===== src/rtl/pipe_stage_reg_if.sv =====
// Valid/ready beat bundle between two pipeline stages: payload plus control field.
// The producer side uses the master modport, the consumer side the slave modport.
interface pipe_stage_reg_if #(
  parameter int DATA_W = 128,
  parameter int CTRL_W = 12
);
  logic              valid;
  logic              ready;
  logic [DATA_W-1:0] data;
  logic [CTRL_W-1:0] ctrl;

  modport master (output valid, output data, output ctrl, input ready);
  modport slave  (input valid, input data, input ctrl, output ready);
endinterface


===== src/rtl/pipe_stage_reg.sv =====
// Inter-stage pipeline register with valid/ready stalls, optional 2-entry skid buffer,
// flush-to-bubble and a saturating stall-cycle counter.
module pipe_stage_reg #(
  parameter int                DATA_W   = 128,
  parameter int                CTRL_W   = 12,
  parameter logic [CTRL_W-1:0] CTRL_RST = '0,
  parameter int                SKID     = 1,
  parameter int                CNT_W    = 16
) (
  input  logic              clk_i,
  input  logic              rst_i,
  input  logic              flush_i,
  pipe_stage_reg_if.slave   up_if,
  pipe_stage_reg_if.master  dn_if,
  output logic [CNT_W-1:0]  stall_cnt_o
);

  typedef enum logic [1:0] {
    ST_EMPTY = 2'd0,
    ST_FULL  = 2'd1,
    ST_SKID  = 2'd2
  } state_e;

  state_e            state_q, state_d;
  logic [DATA_W-1:0] out_data_q, out_data_d;
  logic [CTRL_W-1:0] out_ctrl_q, out_ctrl_d;
  logic [DATA_W-1:0] skid_data_q, skid_data_d;
  logic [CTRL_W-1:0] skid_ctrl_q, skid_ctrl_d;
  logic              in_ready_q, in_ready_d;
  logic [CNT_W-1:0]  cnt_q, cnt_d;

  logic out_valid;
  logic in_ready;
  logic accept;
  logic emit;

  function automatic logic [CNT_W-1:0] sat_inc(input logic [CNT_W-1:0] v);
    return (v == {CNT_W{1'b1}}) ? v : v + CNT_W'(1);
  endfunction

  assign out_valid = (state_q != ST_EMPTY);
  // Without the skid entry, ready must look through to the downstream stall.
  assign in_ready  = (SKID != 0) ? in_ready_q : (!out_valid || dn_if.ready);
  assign accept    = up_if.valid && in_ready;
  assign emit      = out_valid && dn_if.ready;

  assign up_if.ready = in_ready;
  assign dn_if.valid = out_valid;
  assign dn_if.data  = out_data_q;
  assign dn_if.ctrl  = out_ctrl_q;
  assign stall_cnt_o = cnt_q;

  always_comb begin
    state_d     = state_q;
    out_data_d  = out_data_q;
    out_ctrl_d  = out_ctrl_q;
    skid_data_d = skid_data_q;
    skid_ctrl_d = skid_ctrl_q;

    unique case (state_q)
      ST_EMPTY: begin
        if (accept) begin
          state_d    = ST_FULL;
          out_data_d = up_if.data;
          out_ctrl_d = up_if.ctrl;
        end
      end
      ST_FULL: begin
        if (accept && emit) begin
          out_data_d = up_if.data;
          out_ctrl_d = up_if.ctrl;
        end else if (accept) begin
          state_d     = ST_SKID;
          skid_data_d = up_if.data;
          skid_ctrl_d = up_if.ctrl;
        end else if (emit) begin
          state_d    = ST_EMPTY;
          out_ctrl_d = CTRL_RST;
        end
      end
      ST_SKID: begin
        if (emit) begin
          state_d    = ST_FULL;
          out_data_d = skid_data_q;
          out_ctrl_d = skid_ctrl_q;
        end
      end
      default: begin
        state_d    = ST_EMPTY;
        out_ctrl_d = CTRL_RST;
      end
    endcase

    // Flush drops everything held and the incoming beat; payload is left stale.
    if (flush_i) begin
      state_d    = ST_EMPTY;
      out_data_d = out_data_q;
      out_ctrl_d = CTRL_RST;
    end

    in_ready_d = (state_d != ST_SKID);
    cnt_d      = (out_valid && !dn_if.ready) ? sat_inc(cnt_q) : cnt_q;
  end

  always_ff @(posedge clk_i) begin
    if (rst_i) begin
      state_q    <= ST_EMPTY;
      out_data_q <= '0;
      out_ctrl_q <= CTRL_RST;
      in_ready_q <= 1'b1;
      cnt_q      <= '0;
    end else begin
      state_q    <= state_d;
      out_data_q <= out_data_d;
      out_ctrl_q <= out_ctrl_d;
      in_ready_q <= in_ready_d;
      cnt_q      <= cnt_d;
    end
  end

  // Skid entry is only meaningful in ST_SKID, so it needs no reset.
  always_ff @(posedge clk_i) begin
    skid_data_q <= skid_data_d;
    skid_ctrl_q <= skid_ctrl_d;
  end

endmodule


===== src/flat_wrapper.sv =====
// flat-port wrapper written by rule: the top's interface ports become plain ports
module pipe_stage_reg_flat 
#(
  parameter int                DATA_W   = 128,
  parameter int                CTRL_W   = 12,
  parameter logic [CTRL_W-1:0] CTRL_RST = '0,
  parameter int                SKID     = 1,
  parameter int                CNT_W    = 16
)
  (clk_i, rst_i, flush_i, stall_cnt_o, up_if_valid, up_if_data, up_if_ctrl, up_if_ready, dn_if_valid, dn_if_data, dn_if_ctrl, dn_if_ready);
  pipe_stage_reg_if #(.DATA_W(DATA_W), .CTRL_W(CTRL_W)) up_if_i ();
  pipe_stage_reg_if #(.DATA_W(DATA_W), .CTRL_W(CTRL_W)) dn_if_i ();
  input  logic clk_i;
  input  logic rst_i;
  input  logic flush_i;
  output logic [CNT_W-1:0] stall_cnt_o;
  input wire logic [$bits(up_if_i.valid)-1:0] up_if_valid;
  input wire logic [$bits(up_if_i.data)-1:0] up_if_data;
  input wire logic [$bits(up_if_i.ctrl)-1:0] up_if_ctrl;
  output wire logic [$bits(up_if_i.ready)-1:0] up_if_ready;
  output wire logic [$bits(dn_if_i.valid)-1:0] dn_if_valid;
  output wire logic [$bits(dn_if_i.data)-1:0] dn_if_data;
  output wire logic [$bits(dn_if_i.ctrl)-1:0] dn_if_ctrl;
  input wire logic [$bits(dn_if_i.ready)-1:0] dn_if_ready;
  assign up_if_i.valid = up_if_valid;
  assign up_if_i.data = up_if_data;
  assign up_if_i.ctrl = up_if_ctrl;
  assign up_if_ready = up_if_i.ready;
  assign dn_if_valid = dn_if_i.valid;
  assign dn_if_data = dn_if_i.data;
  assign dn_if_ctrl = dn_if_i.ctrl;
  assign dn_if_i.ready = dn_if_ready;
  pipe_stage_reg #(.DATA_W(DATA_W), .CTRL_W(CTRL_W), .CTRL_RST(CTRL_RST), .SKID(SKID), .CNT_W(CNT_W)) u_core (.clk_i(clk_i), .rst_i(rst_i), .flush_i(flush_i), .up_if(up_if_i), .dn_if(dn_if_i), .stall_cnt_o(stall_cnt_o));
endmodule

===== config.mk =====
export PLATFORM = sky130hd
export DESIGN_NAME = pipe_stage_reg_flat
export DESIGN_NICKNAME = d
export VERILOG_FILES = /design/src/rtl/pipe_stage_reg_if.sv /design/src/rtl/pipe_stage_reg.sv /design/src/flat_wrapper.sv
export SDC_FILE = /design/constraint.sdc
export NUM_CORES = 1
export LEC_CHECK = 0
export CELL_PAD_IN_SITES_DETAIL_PLACEMENT = 0
export CELL_PAD_IN_SITES_GLOBAL_PLACEMENT = 2
export CORE_ASPECT_RATIO = 1.25
export CORE_UTILIZATION = 34
export CTS_BUF_LIST = sky130_fd_sc_hd__clkbuf_8
export CTS_CLUSTER_SIZE = 12
export DETAILED_ROUTE_END_ITERATION = 6
export PLACE_DENSITY = 0.93
export SETUP_SLACK_MARGIN = 0.05
export SKIP_CTS_REPAIR_TIMING = 1
export SYNTH_ARGS = -nofsm -noshare
export SYNTH_HDL_FRONTEND = slang
export SYNTH_SLANG_ARGS = --single-unit

===== constraint.sdc =====
create_clock -name clk_i -period 44.7 [get_ports clk_i]
set_input_delay 13.41 -clock clk_i [delete_from_list [all_inputs] [get_ports clk_i]]
set_output_delay 13.41 -clock clk_i [all_outputs]
set_load 0.02 [all_outputs]

# Word level (Yosys, flattened, before mapping)
# Index checks and enable logic that the tools add are counted.
# word_totals
reg_bits	299
in_bits	145
out_inout_bits	158
elab_cells	50
# op_classes
n_addsub	1
eq_ne	9
muxes	17
n_bitwise	3
n_reduce_logical	13
# ops
operator	n
$mux 128	3
$pmux 128 s3	1
$mux 12	5
$pmux 12 s3	1
$add 16x1->16 const B	1
$eq 16x16->1 const B	1
$mux 2	6
$ne 2x1->1 const B	3
$pmux 2 s3	1
$reduce_and 5->1	1
$logic_and 1x1->1	4
$reduce_and 4->1	1
$ne 3x1->1 const B	1
$ne 3x3->1 const B	1
$not 1->1	3
$reduce_and 3->1	1
$reduce_bool 3->1	1
$eq 2x1->1 const B	1
$eq 2x2->1 const B	1
$logic_not 2->1	1
$ne 2x2->1 const B	1
$reduce_and 2->1	1
$reduce_bool 2->1	1
$reduce_or 2->1	1
$logic_not 1->1	1

# Logic depth before layout (Yosys ltp)
# Gate-level depths: netlist of run 1.
# logic_depth
word_depth	8
ltp_mapped	7
depth_no_buf	5

# Least setup slack after synthesis of run 1
# Ideal clock, no wire load.
# synth_timing
kind	input-to-reg
start	in dn_if_ready
end	reg u_core.skid_ctrl_q[0] (enable)
setup_time_ns	0.812
arrival_ns	23.081
setup_slack_ns	20.807
cell_stages	2
path_buffers	0
path_cell_list	nand2b_1 -> nor3_1
# synth_via
elab_chain_len	4
# synth_lines
item	line_no	rtl
start, declared	flat_wrapper.sv:24	input wire logic [$bits(dn_if_i.ready)-1:0] dn_if_ready;
$logic_and 1x1->1	pipe_stage_reg.sv:45	assign emit = out_valid && dn_if.ready;
$logic_and 1x1->1	pipe_stage_reg.sv:69	if (accept && emit) begin
$not 1->1 (no line)	n/a	
$reduce_and 3->1 (no line)	n/a	
end signal, assigned	pipe_stage_reg.sv:124	skid_ctrl_q <= skid_ctrl_d;
end, declared	pipe_stage_reg.sv:28	logic [CTRL_W-1:0] skid_ctrl_q, skid_ctrl_d;
# No other way between the ends.
# A chain may end at the register's enable or synchronous reset.

# Final worst setup path of run 1
# layout_timing
start	in dn_if_ready
end	reg u_core.out_data_q[83], in the netlist u_core.dn_if.data[83]
# layout_via
elab_chain_len	4
# layout_lines
item	line_no	rtl
$logic_and 1x1->1 *	pipe_stage_reg.sv:45	
$logic_and 1x1->1	pipe_stage_reg.sv:69	
$ne 2x1->1 (no line)	n/a	
$reduce_and 5->1 (no line) *	n/a	
end signal, assigned	pipe_stage_reg.sv:114	out_data_q <= out_data_d;
end, declared	pipe_stage_reg.sv:25	logic [DATA_W-1:0] out_data_q, out_data_d;
# Mark *: on every way between the ends. The rest lies on a longest branch, timed or not.

==> qor.log, run 1 <==
INFO  place          gpl.final_weighted_congestion=0.7548
INFO  min_path       hold_path_class=reg2reg
INFO  global_routing globalRouteOverflowTotal=0
INFO  min_path       min-delay-start=u_core.dn_if.ctrl[4]$_SDFFE_PP0P_
INFO  route          initialDrtViolationCount=654
INFO  synthesis      ys_seq_area_share=60.66%
INFO  global_routing grt_first_pass_wirelength=52900um
INFO  min_path       hold-path-cell-count=2
INFO  setup_path     worst_setup_path_start_kind=input pin
INFO  sta            worst_pin_slew=1126ps
INFO  floorplan      design.portCount=303
INFO  sta            final.period_utilization=35.49%
INFO  global_routing top_usage_layer=met2
INFO  global_routing grt_pass1_vias=9517
INFO  global_routing grt_start_max_net_pins=113
INFO  route          detail_route.vias_per_cell=5.076
INFO  sta            grt_setup_unrepaired=false
INFO  synthesis      instance_count_of_the_mapped_netlist=1193
INFO  setup_path     endpoint_kind=register
INFO  place          hpwl_after_detailed_placement=20670um
INFO  synthesis      synth_area_leaders=sky130_fd_sc_hd__edfxtp_1 35%, sky130_fd_sc_hd__dfxtp_1 26%, sky130_fd_sc_hd__a211o_1 9.3%
INFO  setup_path     rr_worst_depth=6
INFO  setup_path     r2r_slack=41640ps
INFO  setup_path     worstSetupPathType=in2reg
INFO  clock_network  clock-root-buffer=sky130_fd_sc_hd__clkbuf_8
INFO  finish         final_layout_size_suffix_gt1_share=6.204%
INFO  synthesis      asyncSetResetFlopFracSynth=0%
INFO  run_status     status=complete, no violations
INFO  finish         end_of_flow_core_utilization=46.07%
INFO  synthesis      cell_area_synth=12180um2
INFO  floorplan      start_util=34.44%
INFO  floorplan      coreArea=35360um2
INFO  clock_network  tritoncts_clock_tree=done
INFO  sta            fin_setup_tns=0ps
INFO  finish         net_count_final=1593
INFO  min_path       hold_path_end=u_core.dn_if.ctrl[4]$_SDFFE_PP0P_
INFO  clock_network  max-clock-path-buffers=3
INFO  route          detailedRoute.firstPassIterationCount=4
INFO  setup_path     crit_required=45180ps
INFO  setup_path     rr_endpoint=u_core.dn_if.data[83]$_SDFFE_PP0P_
INFO  clock_network  cts.sinks=299
INFO  clock_network  cts.reportedPaths.clkPinSlew=60ps
INFO  sta            final_period_minus_worst_setup_slack=15860ps
INFO  sta            final.setup_skew=16.21ps
INFO  sta            fmax=0.06304GHz
INFO  sta            maxSlewViolCount=0
INFO  synthesis      syn-mean-instance-area=10.21um2
INFO  sta            timing.slew.headroom=24.96%
INFO  global_routing global_route.usage.met1=22.25%
INFO  pwr            peakVddDrop=0.02139mV
INFO  route          wl=34940um
INFO  route          remaining_drcs=0
INFO  global_routing groute.usage.overall=18.29%
INFO  setup_path     startpoint_of_the_worst_register_to_register_path=u_core.state_q[0]$_SDFF_PP0_
INFO  place          placedInstanceArea=15390um2
INFO  synthesis      synth_enable_flop_cells=140
INFO  synthesis      synth.yosys.warnings=0
INFO  flow_run       drv.max_cap_violation_count=0
INFO  route          routed_wire_length_per_instance=17.81um
INFO  pwr            static-leakage-power=5.639nW
INFO  sta            setup_viol=0
INFO  floorplan      die-area=36580um2
INFO  global_routing number_of_antenna_violations_at_the_first_check_in_global_routing=4
INFO  finish         syn_to_final_growth=33.77%
INFO  floorplan      die_w=171.3um
INFO  route          drtAntennaViolNets=0
INFO  synthesis      synth_area_leader_cell=sky130_fd_sc_hd__edfxtp_1
INFO  synthesis      mappedNetlistNets=1339
INFO  sta            timing.final.hold_violations=0
INFO  clock_network  clock_insertion_delay_worst_skew=580ps
INFO  sta            final.hold.worst_slack=457.1ps
INFO  clock_network  cts_max_level=2
INFO  floorplan      fp-row-count=77
INFO  setup_path     highest_net_fanout_along_the_worst_path=83
INFO  finish         num-fill-cells=3435
INFO  synthesis      post_synth_num_cell_types=45
INFO  pwr            total_power_per_unit_cell_area=35.79nW/um2
INFO  setup_path     worst_ep_arrival_time=16340ps
INFO  finish         design_area=16290um2
INFO  place          io_buffers=302
INFO  synthesis      synth.ff_latch_count=299
INFO  clock_network  numCtsBuffers=48
INFO  floorplan      die_height=213.6um
INFO  synthesis      synth.top_cell.area_share=34.52%
INFO  global_routing grt_util_met2=30.35%
INFO  global_routing groute.layer.met3.usage=4.910%
INFO  route          vias=9959
INFO  synthesis      yosys_most_used_dff=sky130_fd_sc_hd__dfxtp_1
## area by class of cell
| class | count | area (um2) | area share [%] |
|---|---|---|---|
| timing repair buffer | 315 | 3119 | 19.15 |
| inverter | 3 | 11.26 | 0.06912 |
| clock buffer | 56 | 770.7 | 4.731 |
| multi-input combinational | 780 | 4275 | 26.24 |
| tap | 474 | 593.1 | 3.641 |
| antenna | 5 | 12.51 | 0.07681 |
| clock inverter | 30 | 121.4 | 0.7450 |
| sequential | 299 | 7387 | 45.35 |
## state kept, by name, indices dropped and copies added, names as in the netlist
name / cells
u_core.dn_if.data: 128
u_core.skid_ctrl_q: 12
u_core.skid_data_q: 128
u_core.state_q: 2
u_core.dn_if.ctrl: 12
u_core.up_if.ready: 1
u_core.stall_cnt_o: 16
## placed cells by master, fill, tap and decap left out, drive strengths merged, types with 6 or more instances in the layout
cell type,instances
clkdlybuf4s50,300
nand2,274
dfxtp,159
o21ai,141
a21oi,141
edfxtp,140
a211o,129
clkbuf,56
inv,23
buf,15
nor2,14
a22oi,12
clkinv,9
nor2b,8
mux2,7
nor3,6
## how the worst max path moves through the flow
| stage | start | endpoint | depth (start not counted) |
|---|---|---|---|
| floorplan | dn_if_ready | u_core.skid_ctrl_q[0]$_DFFE_PP_ | 2 |
| global placement | dn_if_ready | u_core.dn_if.data[12]$_SDFFE_PP0P_ | 7 |
| detailed placement | dn_if_ready | u_core.dn_if.data[88]$_SDFFE_PP0P_ | 7 |
| CTS | dn_if_ready | u_core.dn_if.data[83]$_SDFFE_PP0P_ | 7 |
| global route | dn_if_ready | u_core.dn_if.data[79]$_SDFFE_PP0P_ | 7 |
| finish | dn_if_ready | u_core.dn_if.data[83]$_SDFFE_PP0P_ | 7 |
## through the flow
| stage | instances | power [mW] | worst slack [ps] |
|---|---|---|---|
| 6_report | 1962 | 0.5830 | 28840 |
| 5_1_grt | 1959 | 0.6068 | 28690 |
| 4_1_cts | 1957 | 0.5915 | 28930 |
| 3_5_place_dp | 1871 | 0.3680 | 28350 |
| 3_3_place_gp | 1871 | 0.3671 | 28440 |
| 2_1_floorplan | 1193 | 0.3354 | 20810 |
## critical path, cell delays in order
cell	delay [ps]
sky130_fd_sc_hd__clkdlybuf4s50_1	540
sky130_fd_sc_hd__and3b_1	430
sky130_fd_sc_hd__a21oi_4	200
sky130_fd_sc_hd__buf_4	640
sky130_fd_sc_hd__buf_4	640
sky130_fd_sc_hd__o21ai_0	160
sky130_fd_sc_hd__a21oi_1	220
## Yosys cell counts (all sizes together) (5+ instances only)
cell type	instances
dfxtp	159
o21ai	141
nor3	6
mux2	7
a21oi	141
edfxtp	140
nor2	14
buf	61
clkbuf	50
a211o	129
nand2	274
nor2b	8
a211oi	5
nand3	5
a22oi	12
## routing by layer
| metal | routed length (um) | up-vias |
|---|---|---|
| met5 | 27 | - |
| met4 | 1085 | 4 |
| met3 | 2338 | 64 |
| met2 | 17230 | 285 |
| met1 | 14260 | 4784 |
| li1 | - | 4822 |
## logic make-up after synthesis
family                     count (synthesis)  synth area share [%]
AOI/OAI and AO/OA                        438                 22.73
muxes                                      9                0.8117
buffers and inverters                    114                 4.418
adders and majority gates                  1                0.1027
and+or+nand+nor                          332                 11.28
DFF                                      299                 60.66
## where the power goes
| part | total [mW] | leakage (nW) | switching, mW | internal [mW] |
|---|---|---|---|---|
| clock | 0.221 | 0.533 | 0.108 | 0.113 |
| sequential | 0.298 | 2.56 | 0.00362 | 0.295 |
| combinational | 0.0636 | 2.54 | 0.0339 | 0.0298 |
Note: power is estimated with default switching activity, not from simulation.
==> run 2, diff against run 1 <==
--- a/config.mk
+++ b/config.mk
@@ -8,11 +8,11 @@
 export CELL_PAD_IN_SITES_DETAIL_PLACEMENT = 0
 export CELL_PAD_IN_SITES_GLOBAL_PLACEMENT = 2
 export CORE_ASPECT_RATIO = 1.25
-export CORE_UTILIZATION = 34
+export CORE_UTILIZATION = 28
 export CTS_BUF_LIST = sky130_fd_sc_hd__clkbuf_8
 export CTS_CLUSTER_SIZE = 12
 export DETAILED_ROUTE_END_ITERATION = 6
-export PLACE_DENSITY = 0.93
+export PLACE_DENSITY = 0.82
 export SETUP_SLACK_MARGIN = 0.05
 export SKIP_CTS_REPAIR_TIMING = 1
 export SYNTH_ARGS = -nofsm -noshare
==> constraint.sdc (replaced) <==
create_clock -name clk_i -period 14.2 [get_ports clk_i]
set_input_delay 4.26 -clock clk_i [delete_from_list [all_inputs] [get_ports clk_i]]
set_output_delay 4.26 -clock clk_i [all_outputs]
set_load 0.02 [all_outputs]
==> run 2 against run 1 <==
  * First-iteration DRC count fell by 23%
  * Non-clock buffer count fell by 3
  * Sequential power rose to 3.2 times the previous value
  * Combinational power rose to 3.2 times the previous value
  * Die area rose by 21%
  * Final area rose by 1.2%
  * Sequential cell count did not move
  * Worst setup slack got worse by 22000 ps
==> qor.log, run 2 (synthesis gave the netlist of run 1 again) <==
INFO  run_status     status=complete, no violations
INFO  global_routing number_of_antenna_violations_at_the_first_check_in_global_routing=5 [+1]
INFO  sta            final.period_utilization=51.49%
INFO  sta            setup_viol=0 [unchanged]
INFO  global_routing grt_start_max_net_pins=109 [-3.5%]
INFO  pwr            peakVddDrop=0.07200mV [+240%]
INFO  route          routed_wire_length_per_instance=18.07um [+1.5%]
INFO  min_path       hold_path_class=reg2reg
INFO  route          met2_length=18510um [+7.4%]
INFO  setup_path     crit_required=14410ps [-30770 ps]
INFO  route          detail_route.vias_per_cell=4.857 [-4.3%]
INFO  clock_network  tritoncts_clock_tree=done
INFO  sta            timing.slew.headroom=21.41% [-3.6 points]
INFO  sta            timing.final.hold_violations=0 [unchanged]
INFO  finish         net_count_final=1593 [unchanged]
INFO  place          gpl.final_weighted_congestion=0.7500 [-0.64%]
INFO  sta            fin_setup_tns=0ps [unchanged]
INFO  sta            final.setup_skew=17.03ps [+0.8153 ps]
INFO  setup_path     critical-path-top-cell-by-count=sky130_fd_sc_hd__buf_4
INFO  floorplan      die_w=188.5um [+10%]
INFO  clock_network  max-clock-path-buffers=3 [unchanged]
INFO  place          hpwl_after_detailed_placement=21750um [+5.2%]
INFO  sta            maxSlewViolCount=0 [unchanged]
INFO  finish         design_area=16480um2 [+1.2%]
INFO  setup_path     r2r_slack=10590ps [-31050 ps]
INFO  global_routing groute.usage.overall=16.58% [-1.7 points]
INFO  floorplan      die_height=235.2um [+10%]
INFO  floorplan      coreArea=42970um2 [+22%]
INFO  finish         num-fill-cells=4325 [+26%]
INFO  finish         syn_to_final_growth=35.35%
INFO  global_routing grt_first_pass_wirelength=58060um [+9.7%]
INFO  floorplan      start_util=28.34% [-6.1 points]
INFO  sta            worst_pin_slew=1176ps [+50.68 ps]
INFO  min_path       min-delay-start=u_core.dn_if.ctrl[2]$_SDFFE_PP0P_
INFO  clock_network  clock_insertion_delay_worst_skew=600ps [+20 ps]
INFO  min_path       hold_path_end=u_core.dn_if.ctrl[2]$_SDFFE_PP0P_
INFO  setup_path     worstPathCellList=clkdlybuf4s50_1 -> nand2b_1 -> nor3_4 -> buf_4 -> buf_4
INFO  global_routing grt_pass1_vias=9691 [+1.8%]
INFO  setup_path     startpoint_of_the_worst_register_to_register_path=u_core.state_q[0]$_SDFF_PP0_
INFO  route          initialDrtViolationCount=504 [-23%]
INFO  setup_path     worstSetupPathType=in2reg
INFO  finish         final_layout_size_suffix_gt1_share=6.326% [+0.12 points]
INFO  clock_network  cts_max_level=2 [unchanged]
INFO  sta            grt_setup_unrepaired=false
INFO  pwr            total_power_per_unit_cell_area=115.1nW/um2 [+220%]
INFO  clock_network  cts.reportedPaths.clkPinSlew=60ps [about the same]
INFO  global_routing globalRouteOverflowTotal=0 [unchanged]
INFO  setup_path     rr_worst_depth=4 [-2]
INFO  route          highest-signal-layer=met5
INFO  setup_path     cp_slowest_cell=sky130_fd_sc_hd__buf_4
INFO  pwr            static-leakage-power=5.686nW [+0.84%]
INFO  setup_path     timing.critical_path.slowest_cell_delay=880ps [+240 ps]
INFO  floorplan      design.portCount=303 [unchanged]
INFO  setup_path     worst_ep_arrival_time=7520ps [-8820 ps]
INFO  finish         end_of_flow_core_utilization=38.36% [-7.7 points]
INFO  finish         leading_cell_types_in_the_layout_fill_and_taps_excluded=300 x sky130_fd_sc_hd__clkdlybuf4s50_1, 274 x sky130_fd_sc_hd__nand2_1, 159 x sky130_fd_sc_hd__dfxtp_1
INFO  route          met3RoutedLength=2369um [+1.3%]
INFO  route          wl=37160um [+6.3%]
INFO  route          remaining_drcs=0 [unchanged]
INFO  setup_path     rr_endpoint=u_core.skid_data_q[24]$_DFFE_PP_
INFO  sta            fmax=0.1368GHz
INFO  finish         final_common_cell=sky130_fd_sc_hd__clkdlybuf4s50_1
INFO  setup_path     worst_setup_path_start_kind=input pin
INFO  route          detailedRoute.firstPassIterationCount=5 [+1]
INFO  flow_run       drv.max_cap_violation_count=0 [unchanged]
INFO  setup_path     endpoint_kind=register
INFO  setup_path     highest_net_fanout_along_the_worst_path=69 [-17%]
INFO  sta            final_period_minus_worst_setup_slack=7311ps
INFO  floorplan      die-area=44340um2 [+21%]
INFO  route          vias=9986 [+0.27%]
INFO  pwr            design_power_total=1.897mW [+230%]
INFO  place          placedInstanceArea=15480um2 [+0.63%]
INFO  min_path       hold-path-cell-count=2 [unchanged]
INFO  route          drtAntennaViolNets=0 [unchanged]
INFO  clock_network  clock-root-buffer=sky130_fd_sc_hd__clkbuf_8
INFO  place          io_buffers=302 [unchanged]
INFO  clock_network  numCtsBuffers=51 [+6.3%]
INFO  floorplan      fp-row-count=85 [+10%]
INFO  route          wl_met1=15540um [+8.9%]
INFO  clock_network  cts.sinks=299 [unchanged]
-- run 2: cell count changes in the layout (fill, tap and decap cells not counted), sizes merged --
cell / change
buf: -3
clkinv: -2
clkbuf: +5
bufinv: +1
inv: +3
clkinvlp: -1
-- run 2: area by class of cell --
cell class	instances	area, um2	share of cell area (%)
Inverter	3	11.26	0.06832
Clock inverter	31	147.6	0.8957
Sequential cell	299	7387	44.82
Antenna cell	5	12.51	0.07591
Clock buffer	61	839.6	5.093
Multi-Input combinational cell	780	4282	25.98
Tap cell	565	706.9	4.289
Timing Repair Buffer	312	3097	18.79
-- run 2: stage by stage --
step           std cells  worst slack, ps  hold slack [ps]
3_5_place_dp        1959             6215            443.0
3_3_place_gp        1959             6235            434.7
6_report            2056             6889            452.1
4_1_cts             2051             6896            456.8
5_1_grt             2055             6734            477.1
2_1_floorplan       1193             3806            510.5
-- run 2: critical path: cells and delay by family --
kind                   cells  cell delay, ps
AND/OR/NAND/NOR            2             850
buffers and inverters      3            2220
-- run 2: how the worst max path moves through the flow --
stage / startpoint / endpoint / slack (ps) / cells past startpoint
2_1_floorplan: dn_if_ready / u_core.skid_ctrl_q[0]$_DFFE_PP_ / 3810 / 2
3_3_place_gp: dn_if_ready / u_core.skid_ctrl_q[0]$_DFFE_PP_ / 6240 / 5
3_5_place_dp: dn_if_ready / u_core.skid_data_q[44]$_DFFE_PP_ / 6220 / 5
4_1_cts: dn_if_ready / u_core.skid_data_q[51]$_DFFE_PP_ / 6900 / 5
5_1_grt: dn_if_ready / u_core.dn_if.data[18]$_SDFFE_PP0P_ / 6730 / 6
6_report: dn_if_ready / u_core.skid_data_q[24]$_DFFE_PP_ / 6890 / 5
-- run 2: power breakdown --
part,switching [mW],total (mW),internal [mW]
logic,0.108,0.202,0.0936
clock network,0.352,0.756,0.405
registers,0.0112,0.939,0.928
-- run 2: per-layer routing --
metal	GRT usage, %	vias to the layer above
li1	-	4821
met1	20.53	4841
met2	27.60	273
met3	4.651	49
met4	5.474	2
met5	0	-
